==> src/rtl/led_flow_pkg.sv <==
// Shared types for the flowing-LED sequencer: FSM states, mode encodings, scan direction.
package led_flow_pkg;

    typedef enum logic [1:0] {
        IDLE     = 2'b00,
        RUN      = 2'b01,
        STOPPING = 2'b10
    } state_e;

    typedef enum logic [1:0] {
        MODE_LEFT     = 2'b00,
        MODE_RIGHT    = 2'b01,
        MODE_PINGPONG = 2'b10,
        MODE_RSVD     = 2'b11
    } mode_e;

    typedef enum logic {
        DIR_UP   = 1'b0,
        DIR_DOWN = 1'b1
    } dir_e;

endpackage

==> src/rtl/led_flow_ctrl_tick_gen.sv <==
// Step-period counter: counts 0..STEP_CYC-1 while enabled, held at zero otherwise.
// Exposes the next count so the parent can register outputs from next-state values.
module led_tick_gen #(
    parameter int unsigned STEP_CYC = 8,
    parameter int unsigned CW       = $clog2(STEP_CYC)
) (
    input  logic          clk_i,
    input  logic          rst_ni,
    input  logic          en_i,
    output logic [CW-1:0] cnt_o,
    output logic [CW-1:0] cnt_nxt_o,
    output logic          step_o
);

    localparam logic [CW-1:0] LAST = CW'(STEP_CYC - 1);

    logic [CW-1:0] cnt_q, cnt_d;
    logic          step_q, step_d;

    always_comb begin
        cnt_d = '0;
        if (en_i) begin
            cnt_d = (cnt_q == LAST) ? '0 : cnt_q + CW'(1);
        end
        // Count never reaches LAST while disabled, so the pulse needs no extra gating.
        step_d = (cnt_d == LAST);
    end

    always_ff @(posedge clk_i) begin
        if (!rst_ni) begin
            cnt_q  <= '0;
            step_q <= 1'b0;
        end else begin
            cnt_q  <= cnt_d;
            step_q <= step_d;
        end
    end

    assign cnt_o     = cnt_q;
    assign cnt_nxt_o = cnt_d;
    assign step_o    = step_q;

endmodule

==> src/rtl/led_flow_ctrl.sv <==
// Flowing-LED sequencer: one lit position stepped across N_LED pins with a duty-cycled on time.
// Ping-pong mode and its direction register exist only when LED_FLOW_PINGPONG_EN is defined.
module led_flow_ctrl
    import led_flow_pkg::*;
#(
    parameter int unsigned N_LED    = 4,
    parameter int unsigned STEP_CYC = 5_000_000,
    parameter int unsigned ON_CYC   = 1_250_000
) (
    input  logic             CLK,
    input  logic             RSTn,
    input  logic             Start,
    input  logic             Stop,
    input  logic [1:0]       Mode,
    output logic [N_LED-1:0] LED_out,
    output logic             Busy,
    output logic             Step
);

    localparam int unsigned CW = $clog2(STEP_CYC);
    localparam int unsigned PW = $clog2(N_LED);
    localparam logic [CW-1:0]    LAST = CW'(STEP_CYC - 1);
    localparam logic [PW-1:0]    PMAX = PW'(N_LED - 1);
    localparam logic [N_LED-1:0] ONE  = N_LED'(1);

    state_e            state_q, state_d;
    mode_e             mode_q, mode_d;
    logic [PW-1:0]     pos_q, pos_d;
    logic [N_LED-1:0]  led_q, led_d;
    logic              busy_q, busy_d;
    logic [CW-1:0]     cnt_q, cnt_d;
    logic              term;
`ifdef LED_FLOW_PINGPONG_EN
    dir_e              dir_q, dir_d;
`endif

    led_tick_gen #(
        .STEP_CYC (STEP_CYC),
        .CW       (CW)
    ) u_tick (
        .clk_i     (CLK),
        .rst_ni    (RSTn),
        .en_i      (state_q != IDLE),
        .cnt_o     (cnt_q),
        .cnt_nxt_o (cnt_d),
        .step_o    (Step)
    );

    assign term = (state_q != IDLE) && (cnt_q == LAST);

    always_comb begin
        state_d = state_q;
        mode_d  = mode_q;
        pos_d   = pos_q;
`ifdef LED_FLOW_PINGPONG_EN
        dir_d   = dir_q;
`endif
        case (state_q)
            IDLE: begin
                if (Start && !Stop) begin
                    state_d = RUN;
                    mode_d  = mode_e'(Mode);
                    pos_d   = (mode_e'(Mode) == MODE_RIGHT) ? PMAX : '0;
`ifdef LED_FLOW_PINGPONG_EN
                    dir_d   = DIR_UP;
`endif
                end
            end
            RUN: begin
                if (Stop) state_d = STOPPING;
                if (term) begin
                    if (mode_q == MODE_RIGHT) begin
                        pos_d = (pos_q == '0) ? PMAX : pos_q - PW'(1);
`ifdef LED_FLOW_PINGPONG_EN
                    end else if (mode_q == MODE_PINGPONG) begin
                        // Bounce at the ends without relighting the end LED.
                        if (dir_q == DIR_UP) begin
                            if (pos_q == PMAX) begin
                                pos_d = pos_q - PW'(1);
                                dir_d = DIR_DOWN;
                            end else begin
                                pos_d = pos_q + PW'(1);
                            end
                        end else begin
                            if (pos_q == '0) begin
                                pos_d = PW'(1);
                                dir_d = DIR_UP;
                            end else begin
                                pos_d = pos_q - PW'(1);
                            end
                        end
`endif
                    end else begin
                        pos_d = (pos_q == PMAX) ? '0 : pos_q + PW'(1);
                    end
                end
            end
            STOPPING: begin
                if (term) state_d = IDLE;
            end
            default: state_d = IDLE;
        endcase

        busy_d = (state_d != IDLE);
        led_d  = '0;
        if (busy_d && (32'(cnt_d) < ON_CYC)) begin
            led_d = ONE << pos_d;
        end
    end

    always_ff @(posedge CLK) begin
        if (!RSTn) begin
            state_q <= IDLE;
            mode_q  <= MODE_LEFT;
            pos_q   <= '0;
            led_q   <= '0;
            busy_q  <= 1'b0;
`ifdef LED_FLOW_PINGPONG_EN
            dir_q   <= DIR_UP;
`endif
        end else begin
            state_q <= state_d;
            mode_q  <= mode_d;
            pos_q   <= pos_d;
            led_q   <= led_d;
            busy_q  <= busy_d;
`ifdef LED_FLOW_PINGPONG_EN
            dir_q   <= dir_d;
`endif
        end
    end

    assign LED_out = led_q;
    assign Busy    = busy_q;

endmodule
==> config.mk <==
export PLATFORM = sky130hd
export DESIGN_NAME = led_flow_ctrl
export DESIGN_NICKNAME = d
export VERILOG_FILES = /design/src/rtl/led_flow_pkg.sv /design/src/rtl/led_flow_ctrl_tick_gen.sv /design/src/rtl/led_flow_ctrl.sv
export SDC_FILE = /design/constraint.sdc
export NUM_CORES = 1
export LEC_CHECK = 0
export ABC_AREA = 1
export ABC_CLOCK_PERIOD_IN_PS = 4300
export BUFFER_PORTS_ARGS = -buffer_cell sky130_fd_sc_hd__buf_2
export CAP_MARGIN = 20
export CORE_UTILIZATION = 65
export DETAILED_ROUTE_END_ITERATION = 8
export GPL_TIMING_DRIVEN = 1
export MAX_ROUTING_LAYER = met4
export PLACE_DENSITY = 0.95
export RECOVER_POWER = 100
export SYNTH_ARGS = -nofsm -noshare
export SYNTH_HDL_FRONTEND = slang
export SYNTH_SLANG_ARGS = --single-unit
==> constraint.sdc <==
create_clock -name CLK -period 4.3 [get_ports CLK]
set_clock_uncertainty 0.2 [all_clocks]
set_input_delay 0.215 -clock CLK [delete_from_list [all_inputs] [get_ports CLK]]
set_output_delay 0.215 -clock CLK [all_outputs]
set_load 0.01 [all_outputs]
# Word-level counts from Yosys, hierarchy flattened
# Index checks and enable logic that the tools add are counted.
# classes
shift	1
n_reduce_logical	10
eq_ne	7
n_addsub	3
n_lt_le_gt_ge	1
mux	13
# ops
cell	count
$eq A23 B23 Y1 const B	2
$mux W23	2
$add A23 B1 Y23 const B	1
$lt A23 B21 Y1 const B	1
$mux W2	9
$eq A2 B1 Y1 const B	3
$pmux W2 S3	1
$eq A2 B2 Y1 const B	2
$logic_not A2 Y1	2
$pmux W2 S2	1
$reduce_and A2 Y1	2
$reduce_bool A2 Y1	2
$shl A1 B2 Y4 const A	1
$logic_and A1 B1 Y1	3
$add A2 B1 Y2 const B	1
$sub A2 B1 Y2 const B	1
$logic_not A1 Y1	1
# totals
word_cells	42
output_inout_bits	6
reg_bits	35
inputBits	6

# Longest topological paths before layout
# Gate-level depths: netlist (run 1).
# logic_depth
depth_word	7
mapped_depth	16
depth_no_buf	15

# By module
# Synthesis (run 1) repeated with hierarchy kept, for this count alone.
# unflattened
cells_unflattened	391
area_unflattened_um2	2411.1
# modules_own_cells
mod	area_per_inst_um2	seq_area_each_um2	cells_per_inst	n_inst
led_tick_gen	1666.6	480.5	269	1
led_flow_ctrl	744.5	220.2	122	1

# Worst setup path before layout (run 1)
# OpenSTA, ideal clock, no wires.
# synth_path
path_kind	reg2reg
start	reg u_tick.cnt_q[0] (netlist: u_tick.cnt_o[0])
end	reg led_q[0] (netlist: LED_out[0])
path_buffers	0
t_arrival_ns	1.680
setup_ns	0.123
setup_slack_ns	2.297
stages_incl_launch_ff	15
period_less_slack_ns	2.003
required_ns	3.977
path_cell_list	dfxtp_1 > ha_1 > inv_1 > nor2_8 > nand2_4 > inv_1 > nand2_1 > nand2_1 > nand3_2 > nor2_1 > a21oi_2 > nor2_1 > nor2_2 > nand3_1 > nor2_1
# synth_via
elab_chain_cells	7
elab_cells_between_ends	14
cone_classes	add/sub (1); order compare (1); eq/ne (1); shift (1); mux (6); reduce/logical (4)
# synth_rtl
item	line	text
from (decl)	led_flow_ctrl_tick_gen.sv:17	logic [CW-1:0] cnt_q, cnt_d;
from (signal assigned)	led_flow_ctrl_tick_gen.sv:34	cnt_q <= cnt_d;
parallel branches: the longest is 7 deep, another holds $add A23 B1 Y23	--	
to (signal assigned)	led_flow_ctrl.sv:125	led_q <= led_d;
to (decl)	led_flow_ctrl.sv:29	logic [N_LED-1:0] led_q, led_d;
# Several ways; the timed one is not identified.
# A chain may end at the register's enable or synchronous reset.

# Worst setup path in the final report (run 1)
# layout_path
start	reg u_tick.cnt_q[0] (netlist: u_tick.cnt_o[0])
end	reg led_q[2] (netlist: LED_out[2])
# Same word-level chain as after synthesis.

==> reports/results.md, run 1 <==
| Step | Parameter | Value |
|:---|:---|:---|
| run status | Outcome | finished clean |
| min path | Hold path start | RSTn |
| final layout | Layout cells sized above 1 | 0.0942 |
| sta | Share of the clock period used by the worst path | 0.648 |
| sta | Number of hold violations in the final report | 0 |
| pwr | Maximum VDD drop | 0.249 mV |
| route | Final Routed Wirelength | 5.87 mm |
| final layout | Filler cell count in the final layout | 311 |
| synth | Flip-flop and latch count after synthesis | 35 |
| pwr | Cell-internal power | 0.414 mW |
| global route | Maximum number of pins on one net before global-route repair | 17 |
| critical path | Data arrival time of the critical path | 2.87 ns |
| floorplan | Number of I/O pins | 12 |
| floorplan | Die span in x | 61.5 um |
| critical path | Critical path startpoint | u_tick.cnt_o[0]$_SDFF_PN0_ |
| cts | Buffer count from post-CTS setup fixing | 0 |
| floorplan | Effective utilization at floorplan | 0.684 |
| sta | Unrepaired setup endpoints after global routing | no |
| critical path | Worst Path Class, Setup | reg -> reg |
| route | Number of design rule violations left after detail routing | 0 |
| pwr | Clock network fraction of total power | 0.301 |
| final layout | Area of the multi-input gates | 1300 um2 |
| run | Max capacitance violation total | 0 |
| sta | Hold Worst Slack | 0.0125 ns |
| final layout | P&R area growth vs syn | 5.22% |
| route | Via count | 2,400 |
| sta | Total of endpoints with negative setup slack in the final report | 0 |
| final layout | Antenna Diode Count | 0 |
| pwr | Sw power | 0.147 mW |
| synth | FFs w/ async S/R, synth | 0 |
| pwr | Total power density per cell area | 232 nW/um2 |
| cts | Clock H-tree levels | 2 |
| final layout | Count of nets after finishing | 390 |
| critical path | Critical path fanouts, max | 10 |
| synth | Count of yosys warnings during synthesis | 0 |
| global route | Global-route wire length before repair | 9.23 mm |
| route | Pre-Repair DR Iteration Count | 5 |
| final layout | Final cell count without fillers | 428 |
| critical path | Startpoint kind of the worst setup timing path | flip-flop |
| cts | Clock buffer count from CTS | 5 |
| sta | Relative slew margins | 0.468 |
| pwr | Leak | 1.08 nW |
| cts | Sink count of the clock tree | 35 |
| sta | Maximum operating frequency | 359 MHz |
| sta | Setup TNS Final | 0 ns |
| floorplan | Area of the core region | 3360 um2 |
| synth | Synth Net Count | 371 |
| synth | Avg Inst Size Synth | 6.36 um2 |
| sta | Transition time at the pin with the least slew margin | 0.796 ns |
| critical path | Type of destination of the critical path | flip-flop |
| cts | Clock tree root driver cell | sky130_fd_sc_hd__clkbuf_4 |
| sta | Minimum clock period after layout | 2.79 ns |
| critical path | Startpoint of the worst register-to-register path | u_tick.cnt_o[0]$_SDFF_PN0_ |
| route | Average vias per placed instance | 5.61 |
| route | Average routed wire per standard cell | 13.7 um |
| placement | Inst Count DP | 415 |
| synth | Number of flops mapped to enable cells by yosys | 0 |
| floorplan | Full die area | 3780 um2 |
| cts | Skew-Pair Late Insertion Delay | 0.34 ns |
| cts | Maximum buffer depth of the clock tree | 2 |
| pwr | Logic gate share of total power | 0.098 |
| route | Number of violations reported at the end of detailed-routing iteration 0 | 208 |
| cts | Clock transition time at the flip-flop clock pins of the worst setup and hold paths | 0.10 ns |
| synth | Part of the Yosys area used for sequential elements | 0.305 |
| synth | Most used flip-flop cell after synthesis | sky130_fd_sc_hd__dfxtp_1 |
| synth | Unique masters post-synth | 35 |
| global route | Via count of the first global-routing pass | 2,105 |
| synth | Gate count after technology mapping | 362 |
| floorplan | Site row count | 21 |
| placement | Final weighted congestion of routability-driven global placement | 1.00 |
| placement | Number of buffer cells added on primary ports | 11 |
| route | Antenna violation net count after detailed routing | 0 |
| sta | Number of max-slew violations in the final report | 0 |
| floorplan | Y dimension of the die | 61.5 um |
| global route | Number of antenna violations at the first check in global routing | 0 |
| pwr | Sequential share of power | 0.601 |
| placement | HPWL after detailed placement | 4.59 mm |
| critical path | Req. time, crit path | 4.38 ns |
| synth | Netlist Area Pre-Place | 2300 um2 |
| min path | Hold WC Path Type | in -> reg |
| final layout | Storage cell area | 701 um2 |
| global route | GRT Total Usage | 0.350 |
| pwr | Net switching fraction of the power | 0.262 |
| global route | Residual overflow from global routing | 0 |
| cts | TritonCTS clock tree | yes |
routing by layer:
metal	vias up	share of wire	global-route usage
li1	1177	-	-
met1	1081	0.42	0.433
met2	123	0.47	0.548
met3	19	0.086	0.0693
met4	0	0.026	0.159
met5	-	0	-
power groups by stage:
| stage | sequential (mW) | combinational [mW] | clock [mW] |
|---|---|---|---|
| 2_1_floorplan | 0.344 | 0.0381 | 0 |
| 3_3_place_gp | 0.344 | 0.0499 | 0 |
| 3_5_place_dp | 0.344 | 0.0515 | 0 |
| 4_1_cts | 0.337 | 0.0558 | 0.169 |
| 5_1_grt | 0.338 | 0.0633 | 0.181 |
| 6_report | 0.337 | 0.0548 | 0.169 |
flip-flops by register name, summed over array words and instances, names as in the netlist:
name,count
mode_q,2
u_tick.cnt_o,23
Busy,1
pos_q,2
LED_out,4
state_q,2
u_tick.step_o,1
Yosys cell counts (4+ instances only):
master	count	area share
sky130_fd_sc_hd__nand3_2	7	0.030
sky130_fd_sc_hd__nand3_1	29	0.063
sky130_fd_sc_hd__o21ai_0	8	0.017
sky130_fd_sc_hd__nand2_2	9	0.024
sky130_fd_sc_hd__nand2_1	77	0.13
sky130_fd_sc_hd__a21oi_1	4	0.0087
sky130_fd_sc_hd__nand4_1	12	0.033
sky130_fd_sc_hd__dfxtp_1	35	0.30
sky130_fd_sc_hd__inv_1	54	0.088
sky130_fd_sc_hd__nor2_2	10	0.027
sky130_fd_sc_hd__nor2_1	71	0.12
sky130_fd_sc_hd__nor3_1	7	0.015
cells in the final DEF, fill, tap and decap left out, drive strengths merged:
cell type | netlist | layout
xnor2 | 3 | 3
clkbuf | 2 | 13
o2111ai | 1 | 1
xor2 | 3 | 3
a21oi | 5 | 5
dlygate4sd3 | 0 | 5
buf | 2 | 5
nand3 | 37 | 37
o21a | 1 | 1
clkinv | 2 | 3
or2 | 1 | 1
o21bai | 2 | 2
inv | 56 | 56
nor2 | 85 | 85
dfxtp | 35 | 35
a31oi | 3 | 3
nand3b | 1 | 1
ha | 3 | 3
o21ai | 10 | 10
nand4 | 13 | 13
nand2 | 88 | 88
nor3 | 8 | 8
a211oi | 1 | 1
cells by family after synthesis:
| kind of cell | count (synthesis) | share of synthesized area |
|---|---|---|
| buffers and inverters | 62 | 0.106 |
| XOR/XNOR | 6 | 0.0228 |
| flip-flops | 35 | 0.305 |
| AO/OA/AOI/OAI | 23 | 0.0593 |
| adder cells (fa/ha/maj) | 3 | 0.0163 |
| AND/OR/NAND/NOR | 233 | 0.491 |
what timing repair did:
action | in CTS | in global routing
endpoints found under the setup margin | 0 | 0
endpoints found under the hold margin | 3 | 0
resized for setup | 0 | 0
hold buffers | 5 | 0
final cells by class:
type | instances | area share
clock buffers | 7 | 0.0186
clock inverters | 1 | 0.00207
inverters | 58 | 0.0899
multi-input cells | 265 | 0.536
flip-flops and latches | 35 | 0.289
well taps | 46 | 0.0238
repair buffers | 16 | 0.0403
per-stage QoR:
stage	setup WS [ns]	power, mW	cell area [um2]	utilization
2_1_floorplan	2.30	0.382	2300	-
3_3_place_gp	2.11	0.394	2390	0.710
3_5_place_dp	2.04	0.396	2390	0.710
4_1_cts	2.00	0.562	2490	0.740
5_1_grt	1.12	0.582	2420	0.720
6_report	1.51	0.561	2420	0.720
path summary, 6_finish.rpt:
path | endpoint | slack [ns] | cells past startpoint
worst max-delay path | LED_out[2]$_SDFF_PN0_ | 1.51 | 13
worst min-delay path | Busy$_SDFF_PN0_ | 0.01 | 3
worst max register to register | LED_out[2]$_SDFF_PN0_ | 1.51 | 13
worst min register to register | u_tick.cnt_o[0]$_SDFF_PN0_ | 0.34 | 1
critical path: stages (launching register included):
cell	delay, ns
sky130_fd_sc_hd__dfxtp_1	0.46
sky130_fd_sc_hd__ha_1	0.24
sky130_fd_sc_hd__inv_1	0.05
sky130_fd_sc_hd__nor2_1	0.62
sky130_fd_sc_hd__nand2_4	0.10
sky130_fd_sc_hd__nor2_1	0.12
sky130_fd_sc_hd__nand3_1	0.14
sky130_fd_sc_hd__nand2_1	0.20
sky130_fd_sc_hd__nor2_1	0.11
sky130_fd_sc_hd__a21oi_2	0.11
sky130_fd_sc_hd__nor2_1	0.06
sky130_fd_sc_hd__nor2_2	0.10
sky130_fd_sc_hd__nand3_1	0.10
sky130_fd_sc_hd__nor2_1	0.09
(Power assumes the default switching activity.)
==> run 2, diff against run 1 <==
--- a/config.mk
+++ b/config.mk
@@ -6,14 +6,14 @@
 export NUM_CORES = 1
 export LEC_CHECK = 0
 export ABC_AREA = 1
-export ABC_CLOCK_PERIOD_IN_PS = 4300
+export ABC_CLOCK_PERIOD_IN_PS = 2700
 export BUFFER_PORTS_ARGS = -buffer_cell sky130_fd_sc_hd__buf_2
 export CAP_MARGIN = 20
-export CORE_UTILIZATION = 65
+export CORE_UTILIZATION = 61
 export DETAILED_ROUTE_END_ITERATION = 8
 export GPL_TIMING_DRIVEN = 1
 export MAX_ROUTING_LAYER = met4
-export PLACE_DENSITY = 0.95
+export PLACE_DENSITY = 0.9
 export RECOVER_POWER = 100
 export SYNTH_ARGS = -nofsm -noshare
 export SYNTH_HDL_FRONTEND = slang
==> constraint.sdc (replaced) <==
create_clock -name CLK -period 2.7 [get_ports CLK]
set_clock_uncertainty 0.2 [all_clocks]
set_input_delay 0.135 -clock CLK [delete_from_list [all_inputs] [get_ports CLK]]
set_output_delay 0.135 -clock CLK [all_outputs]
set_load 0.01 [all_outputs]
==> reports/results.md, run 2 (same netlist as run 1, synthesis figures left out) <==
| Step | Parameter | Value |
|:---|:---|:---|
| global route | Via count of the first global-routing pass | 2,346 |
| placement | Area after DPL | 2390 um2 |
| placement | Number of buffer cells added on primary ports | 11 |
| critical path | Startpoint of the worst register-to-register path | u_tick.cnt_o[0]$_SDFF_PN0_ |
| sta | Number of max-slew violations in the final report | 0 |
| pwr | Maximum VDD drop | 0.456 mV |
| cts | Clock H-tree levels | 2 |
| sta | Total of endpoints with negative setup slack in the final report | 0 |
| final layout | Layout cells sized above 1 | 0.115 |
| route | Number of violations reported at the end of detailed-routing iteration 0 | 336 |
| critical path | Worst Path Class, Setup | reg -> reg |
| final layout | Antenna Diode Count | 0 |
| floorplan | Y dimension of the die | 63.4 um |
| critical path | Master of the slowest instance on the critical path | sky130_fd_sc_hd__dfxtp_1 |
| run status | Outcome | finished clean |
| sta | Number of hold violations in the final report | 0 |
| critical path | Most prevalent standard cell on the critical path | sky130_fd_sc_hd__nand2_1 |
| final layout | Final Cell Area | 2530 um2 |
| final layout | Count of nets after finishing | 392 |
| critical path | Worst reg2reg setup slack | 0.17 ns |
| sta | Unrepaired setup endpoints after global routing | no |
| floorplan | Site row count | 21 |
| cts | TritonCTS clock tree | yes |
| critical path | Critical path fanouts, max | 7 |
| global route | Maximum number of pins on one net before global-route repair | 17 |
| final layout | Commonest non-fill, non-tap cells in the layout | sky130_fd_sc_hd__nand2_1, sky130_fd_sc_hd__nor2_1, sky130_fd_sc_hd__inv_1, sky130_fd_sc_hd__dfxtp_1, sky130_fd_sc_hd__nand3_1 |
| floorplan | Effective utilization at floorplan | 0.663 |
| placement | HPWL after detailed placement | 4.68 mm |
| floorplan | Die span in x | 63.4 um |
| route | Final Routed Wirelength | 6.46 mm |
| route | Average vias per placed instance | 5.72 |
| critical path | CP bufs+invs | 1 |
| min path | Instance count along the most critical hold path | 5 |
| critical path | Type of destination of the critical path | flip-flop |
| sta | Relative slew margins | 0.625 |
| cts | Clock tree root driver cell | sky130_fd_sc_hd__clkbuf_8 |
| final layout | Leading cell type in the layout, fill and taps excluded | sky130_fd_sc_hd__nand2_1 |
| route | Pre-Repair DR Iteration Count | 5 |
| critical path | Largest stage delay, worst path | 0.46 ns |
| placement | Final weighted congestion of routability-driven global placement | 1.00 |
| cts | Clock buffer count from CTS | 5 |
| min path | Hold WC Path Type | in -> reg |
| cts | Buffer count from post-CTS setup fixing | 0 |
| final layout | Max FFs per register | 23 |
| sta | Setup TNS Final | 0 ns |
| global route | Global-route wire length before repair | 10.3 mm |
| run | Max capacitance violation total | 0 |
| route | Average routed wire per standard cell | 15.0 um |
| pwr | Post-layout total power | 1.12 mW |
| critical path | Startpoint kind of the worst setup timing path | flip-flop |
| sta | Maximum operating frequency | 396 MHz |
| critical path | Worst r2r path cells | 14 |
| placement | Worst slack after detailed placement | 0.354 ns |
| critical path | Data arrival time of the critical path | 2.51 ns |
| critical path | Largest delay contributor family on the critical path | simple AND/OR/NAND/NOR gates |
| min path | Hold path start | Start |
| pwr | Leak | 1.13 nW |
| floorplan | Area of the core region | 3470 um2 |
| critical path | Endpoint of the worst-slack reg-to-reg timing path | LED_out[2]$_SDFF_PN0_ |
| floorplan | Full die area | 4020 um2 |
| min path | Hold Path End | state_q[0]$_SDFF_PN0_ |
| critical path | Worst path cell trace | ha_1 > nand3_1 > nor2_2 > nand3_2 > nor2_4 > nor2_2 > nand3_2 > nand2_1 > inv_1 > nand2_1 > nor2_1 > nand2_1 > nand3_1 > nor2_1 |
| cts | Sink count of the clock tree | 35 |
| sta | Worst path setup slack after routing | 0.175 ns |
| pwr | Total power density per cell area | 443 nW/um2 |
| global route | Number of antenna violations at the first check in global routing | 0 |
| floorplan | Number of I/O pins | 12 |
| final layout | P&R area growth vs syn | 9.79% |
| global route | GRT Total Usage | 0.346 |
| cts | Skew-Pair Late Insertion Delay | 0.30 ns |
| cts | Clock transition time at the flip-flop clock pins of the worst setup and hold paths | 0.08 ns |
| sta | Share of the clock period used by the worst path | 0.935 |
| route | Antenna violation net count after detailed routing | 0 |
| sta | Transition time at the pin with the least slew margin | 0.563 ns |
| critical path | Req. time, crit path | 2.68 ns |
| sta | Minimum clock period after layout | 2.53 ns |
| route | Number of design rule violations left after detail routing | 0 |
| route | Via count | 2,458 |
| cts | Maximum buffer depth of the clock tree | 2 |
| global route | Residual overflow from global routing | 0 |
==> run 2: changes by cell type in the layout (fill, tap and decap cells not counted), sizes merged <==
cell	delta
bufinv	+1
dlygate4sd3	+1
clkbuf	-1
clkinv	+1
==> run 2: timing repair <==
| item | CTS | global route |
|---|---|---|
| hold buffers | 6 | 0 |
| gates resized for setup | 0 | 0 |
| endpoints found under the hold margin | 4 | 0 |
==> run 2: metrics by stage <==
| stage | hold slack, ns | utilization | cells |
|---|---|---|---|
| 2_1_floorplan | 0.0674 | - | 362 |
| 3_3_place_gp | 0.187 | 0.690 | 416 |
| 3_5_place_dp | 0.198 | 0.690 | 416 |
| 4_1_cts | 0.285 | 0.740 | 430 |
| 5_1_grt | 0.383 | 0.728 | 430 |
| 6_report | 0.344 | 0.728 | 430 |
==> run 2: layout make-up <==
| cell class | count | area, um2 |
|---|---|---|
| clock inverters | 3 | 43.8 |
| well taps | 46 | 57.6 |
| fillers | 302 | 942 |
| inverters | 58 | 218 |
| clock buffers | 5 | 68.8 |
| flip-flops and latches | 35 | 701 |
| multi-input cells | 265 | 1320 |
| repair buffers | 18 | 114 |
==> run 2: power by group <==
part           internal (mW)  switching (mW)  total (mW)
combinational         0.0336          0.0631      0.0966
sequential             0.528          0.0101       0.538
clock                  0.275           0.210       0.485
==> run 2: worst max path at each step <==
| stage | start | end | slack (ns) | depth (start not counted) |
|---|---|---|---|---|
| 2_1_floorplan | u_tick.cnt_o[0]$_SDFF_PN0_ | LED_out[0]$_SDFF_PP0_ | 0.70 | 14 |
| 6_report | u_tick.cnt_o[0]$_SDFF_PN0_ | LED_out[2]$_SDFF_PN0_ | 0.17 | 14 |
| 3_3_place_gp | u_tick.cnt_o[0]$_SDFF_PN0_ | LED_out[2]$_SDFF_PN0_ | 0.47 | 14 |
| 4_1_cts | u_tick.cnt_o[0]$_SDFF_PN0_ | LED_out[2]$_SDFF_PN0_ | 0.30 | 14 |
| 3_5_place_dp | u_tick.cnt_o[0]$_SDFF_PN0_ | LED_out[2]$_SDFF_PN0_ | 0.35 | 14 |
| 5_1_grt | u_tick.cnt_o[0]$_SDFF_PN0_ | LED_out[0]$_SDFF_PP0_ | 0.05 | 14 |
==> run 2: worst register-to-register path, delay by kind of cell (launching register included) <==
kind                       cells  cell delay [ns]
adders and majority gates      1             0.27
buffers and inverters          1             0.08
DFF                            1             0.46
and+or+nand+nor               12             1.41
==> run 2: layer usage <==
metal  vias up  routed length [um]  share of wire  track usage
met5         -                   0              0            -
met4         0                 278          0.043        0.199
met3        30                 536          0.083       0.0743
met2       117                3080           0.48        0.565
met1      1124                2560           0.40        0.387
li1       1187                   -              -            -
==> run 3, diff against run 2 <==
--- a/config.mk
+++ b/config.mk
@@ -6,14 +6,14 @@
 export NUM_CORES = 1
 export LEC_CHECK = 0
 export ABC_AREA = 1
-export ABC_CLOCK_PERIOD_IN_PS = 2700
+export ABC_CLOCK_PERIOD_IN_PS = 2300
 export BUFFER_PORTS_ARGS = -buffer_cell sky130_fd_sc_hd__buf_2
 export CAP_MARGIN = 20
-export CORE_UTILIZATION = 61
+export CORE_UTILIZATION = 55
 export DETAILED_ROUTE_END_ITERATION = 8
 export GPL_TIMING_DRIVEN = 1
 export MAX_ROUTING_LAYER = met4
-export PLACE_DENSITY = 0.9
+export PLACE_DENSITY = 0.87
 export RECOVER_POWER = 100
 export SYNTH_ARGS = -nofsm -noshare
 export SYNTH_HDL_FRONTEND = slang
==> constraint.sdc (replaced) <==
create_clock -name CLK -period 2.3 [get_ports CLK]
set_clock_uncertainty 0.2 [all_clocks]
set_input_delay 0.115 -clock CLK [delete_from_list [all_inputs] [get_ports CLK]]
set_output_delay 0.115 -clock CLK [all_outputs]
set_load 0.01 [all_outputs]
==> reports/results.md, run 3 (same netlist as run 1, synthesis figures left out) <==
| Step | Parameter | Value |
|:---|:---|:---|
| run status | Outcome | finished clean |
| final layout | Leading cell type in the layout, fill and taps excluded | sky130_fd_sc_hd__nand2_1 |
| route | Via count | 2,355 |
| floorplan | Site row count | 23 |
| placement | HPWL after detailed placement | 4.42 mm |
| cts | Clock tree root driver cell | sky130_fd_sc_hd__clkbuf_8 |
| min path | Hold Path End | u_tick.cnt_o[0]$_SDFF_PN0_ |
| final layout | Filler cell count in the final layout | 347 |
| cts | Maximum buffer depth of the clock tree | 2 |
| critical path | Data arrival time of the critical path | 2.22 ns |
| floorplan | Number of I/O pins | 12 |
| cts | Clock buffer count from CTS | 5 |
| final layout | Commonest non-fill, non-tap cells in the layout | sky130_fd_sc_hd__nand2_1, sky130_fd_sc_hd__nor2_1, sky130_fd_sc_hd__inv_1, sky130_fd_sc_hd__nand3_1, sky130_fd_sc_hd__dfxtp_1 |
| route | Antenna violation net count after detailed routing | 0 |
| pwr | Leak | 1.17 nW |
| global route | GRT Total Usage | 0.297 |
| cts | Skew-Pair Late Insertion Delay | 0.29 ns |
| route | Pre-Repair DR Iteration Count | 4 |
| critical path | Req. time, crit path | 2.27 ns |
| route | Number of design rule violations left after detail routing | 0 |
| critical path | Type of destination of the critical path | flip-flop |
| final layout | Layout cells sized above 1 | 0.179 |
| floorplan | Full die area | 4450 um2 |
| final layout | Count of nets after finishing | 400 |
| cts | Sink count of the clock tree | 35 |
| critical path | Endpoint of the worst-slack reg-to-reg timing path | LED_out[2]$_SDFF_PN0_ |
| critical path | Worst r2r path cells | 14 |
| final layout | Final cell count without fillers | 442 |
| sta | Setup TNS Final | 0 ns |
| final layout | Max FFs per register | 23 |
| critical path | Startpoint of the worst register-to-register path | u_tick.cnt_o[0]$_SDFF_PN0_ |
| cts | Clock H-tree levels | 2 |
| final layout | Post-route core utilization | 0.658 |
| placement | Number of buffer cells added on primary ports | 11 |
| pwr | Maximum VDD drop | 0.408 mV |
| cts | Clock transition time at the flip-flop clock pins of the worst setup and hold paths | 0.07 ns |
| global route | Via count of the first global-routing pass | 2,165 |
| global route | Number of antenna violations at the first check in global routing | 0 |
| sta | Number of max-slew violations in the final report | 0 |
| critical path | Worst reg2reg setup slack | 0.05 ns |
| sta | Share of the clock period used by the worst path | 0.977 |
| cts | TritonCTS clock tree | yes |
| final layout | Antenna Diode Count | 0 |
| global route | Global-route wire length before repair | 9.52 mm |
| min path | Hold path start | u_tick.cnt_o[0]$_SDFF_PN0_ |
| route | Average routed wire per standard cell | 13.0 um |
| route | Final Routed Wirelength | 5.75 mm |
| floorplan | Y dimension of the die | 66.7 um |
| floorplan | Die span in x | 66.7 um |
| sta | Relative slew margins | 0.667 |
| critical path | Startpoint kind of the worst setup timing path | flip-flop |
| pwr | Total power density per cell area | 444 nW/um2 |
| floorplan | Effective utilization at floorplan | 0.575 |
| run | Max capacitance violation total | 0 |
| route | Number of violations reported at the end of detailed-routing iteration 0 | 253 |
| min path | Hold WC Path Type | reg -> reg |
| min path | Instance count along the most critical hold path | 1 |
| sta | Total of endpoints with negative setup slack in the final report | 0 |
| placement | Inst Count DP | 422 |
| final layout | P&R area growth vs syn | 14.4% |
| critical path | Critical path fanouts, max | 7 |
| sta | Transition time at the pin with the least slew margin | 0.499 ns |
| sta | Minimum clock period after layout | 2.25 ns |
| sta | Number of hold violations in the final report | 0 |
| sta | Maximum operating frequency | 445 MHz |
| route | Average vias per placed instance | 5.33 |
| global route | Maximum number of pins on one net before global-route repair | 17 |
| floorplan | Area of the core region | 4000 um2 |
| global route | Residual overflow from global routing | 0 |
| critical path | Worst Path Class, Setup | reg -> reg |
| placement | Final weighted congestion of routability-driven global placement | 1.00 |
-- run 3: cell types whose count changed in the layout (fill, tap and decap cells not counted), sizes merged --
cell	delta
clkbuf	+1
clkinv	-1
buf	+8
bufinv	-1
clkinvlp	+1
-- run 3: what timing repair did --
action / CTS / global route
hold buffers: 6 / 0
setup endpoints to repair: 0 / 5
setup buffers: 0 / 6
hold endpoints to repair: 4 / 0
gates resized for setup: 0 / 14
-- run 3: cell type report --
| cell class | count | area [um2] | share of cell area |
|---|---|---|---|
| Clock buffer | 6 | 72.6 | 0.0276 |
| Clock inverter | 2 | 12.5 | 0.00475 |
| Inverter | 58 | 218 | 0.0827 |
| Multi-Input combinational cell | 265 | 1380 | 0.525 |
| Sequential cell | 35 | 712 | 0.270 |
| Tap cell | 50 | 62.6 | 0.0238 |
| Timing Repair Buffer | 26 | 174 | 0.0661 |
-- run 3: how the worst max path moves through the flow --
stage,start,to,slack [ns],cells past startpoint
finish,u_tick.cnt_o[0]$_SDFF_PN0_,LED_out[2]$_SDFF_PN0_,0.05,14
global route,u_tick.cnt_o[0]$_SDFF_PN0_,LED_out[2]$_SDFF_PN0_,-0.09,14
CTS,u_tick.cnt_o[0]$_SDFF_PN0_,LED_out[3]$_SDFF_PN0_,0.10,13
detailed placement,u_tick.cnt_o[0]$_SDFF_PN0_,LED_out[3]$_SDFF_PN0_,0.12,13
global placement,u_tick.cnt_o[0]$_SDFF_PN0_,LED_out[3]$_SDFF_PN0_,0.14,13
floorplan,u_tick.cnt_o[0]$_SDFF_PN0_,LED_out[0]$_SDFF_PP0_,0.30,14
-- run 3: power breakdown --
| group | switching, mW | internal, mW | leakage (nW) |
|---|---|---|---|
| registers | 0.00947 | 0.619 | 0.287 |
| clock network | 0.221 | 0.211 | 0.0412 |
| logic | 0.0677 | 0.0405 | 0.839 |
-- run 3: metrics by stage --
step	hold slack [ns]	power [mW]	area (um2)	setup slack (ns)
global route	0.258	1.22	2630	-0.0856
CTS	0.265	1.18	2560	0.101
global placement	0.166	0.740	2410	0.136
floorplan	0.0474	0.715	2300	0.297
detailed placement	0.172	0.743	2410	0.116
finish	0.246	1.17	2630	0.0536
-- run 3: metal layers --
layer	wire length [um]	track usage	part of all wire
met5	0	-	0
met2	2790	0.482	0.49
met4	191	0.149	0.033
met3	370	0.0445	0.064
met1	2400	0.357	0.42
-- run 3: critical path, cell delays in order, from the launching register on --
cell,delay [ns]
sky130_fd_sc_hd__dfxtp_4,0.37
sky130_fd_sc_hd__ha_2,0.20
sky130_fd_sc_hd__nand3_1,0.10
sky130_fd_sc_hd__nor2_2,0.21
sky130_fd_sc_hd__nand3_2,0.14
sky130_fd_sc_hd__nor2_4,0.13
sky130_fd_sc_hd__nor2_2,0.09
sky130_fd_sc_hd__nand3_2,0.14
sky130_fd_sc_hd__nand2_1,0.06
sky130_fd_sc_hd__inv_1,0.05
sky130_fd_sc_hd__nand2_1,0.06
sky130_fd_sc_hd__nor2_1,0.12
sky130_fd_sc_hd__nand2_1,0.09
sky130_fd_sc_hd__nand3_1,0.11
sky130_fd_sc_hd__nor2_1,0.05
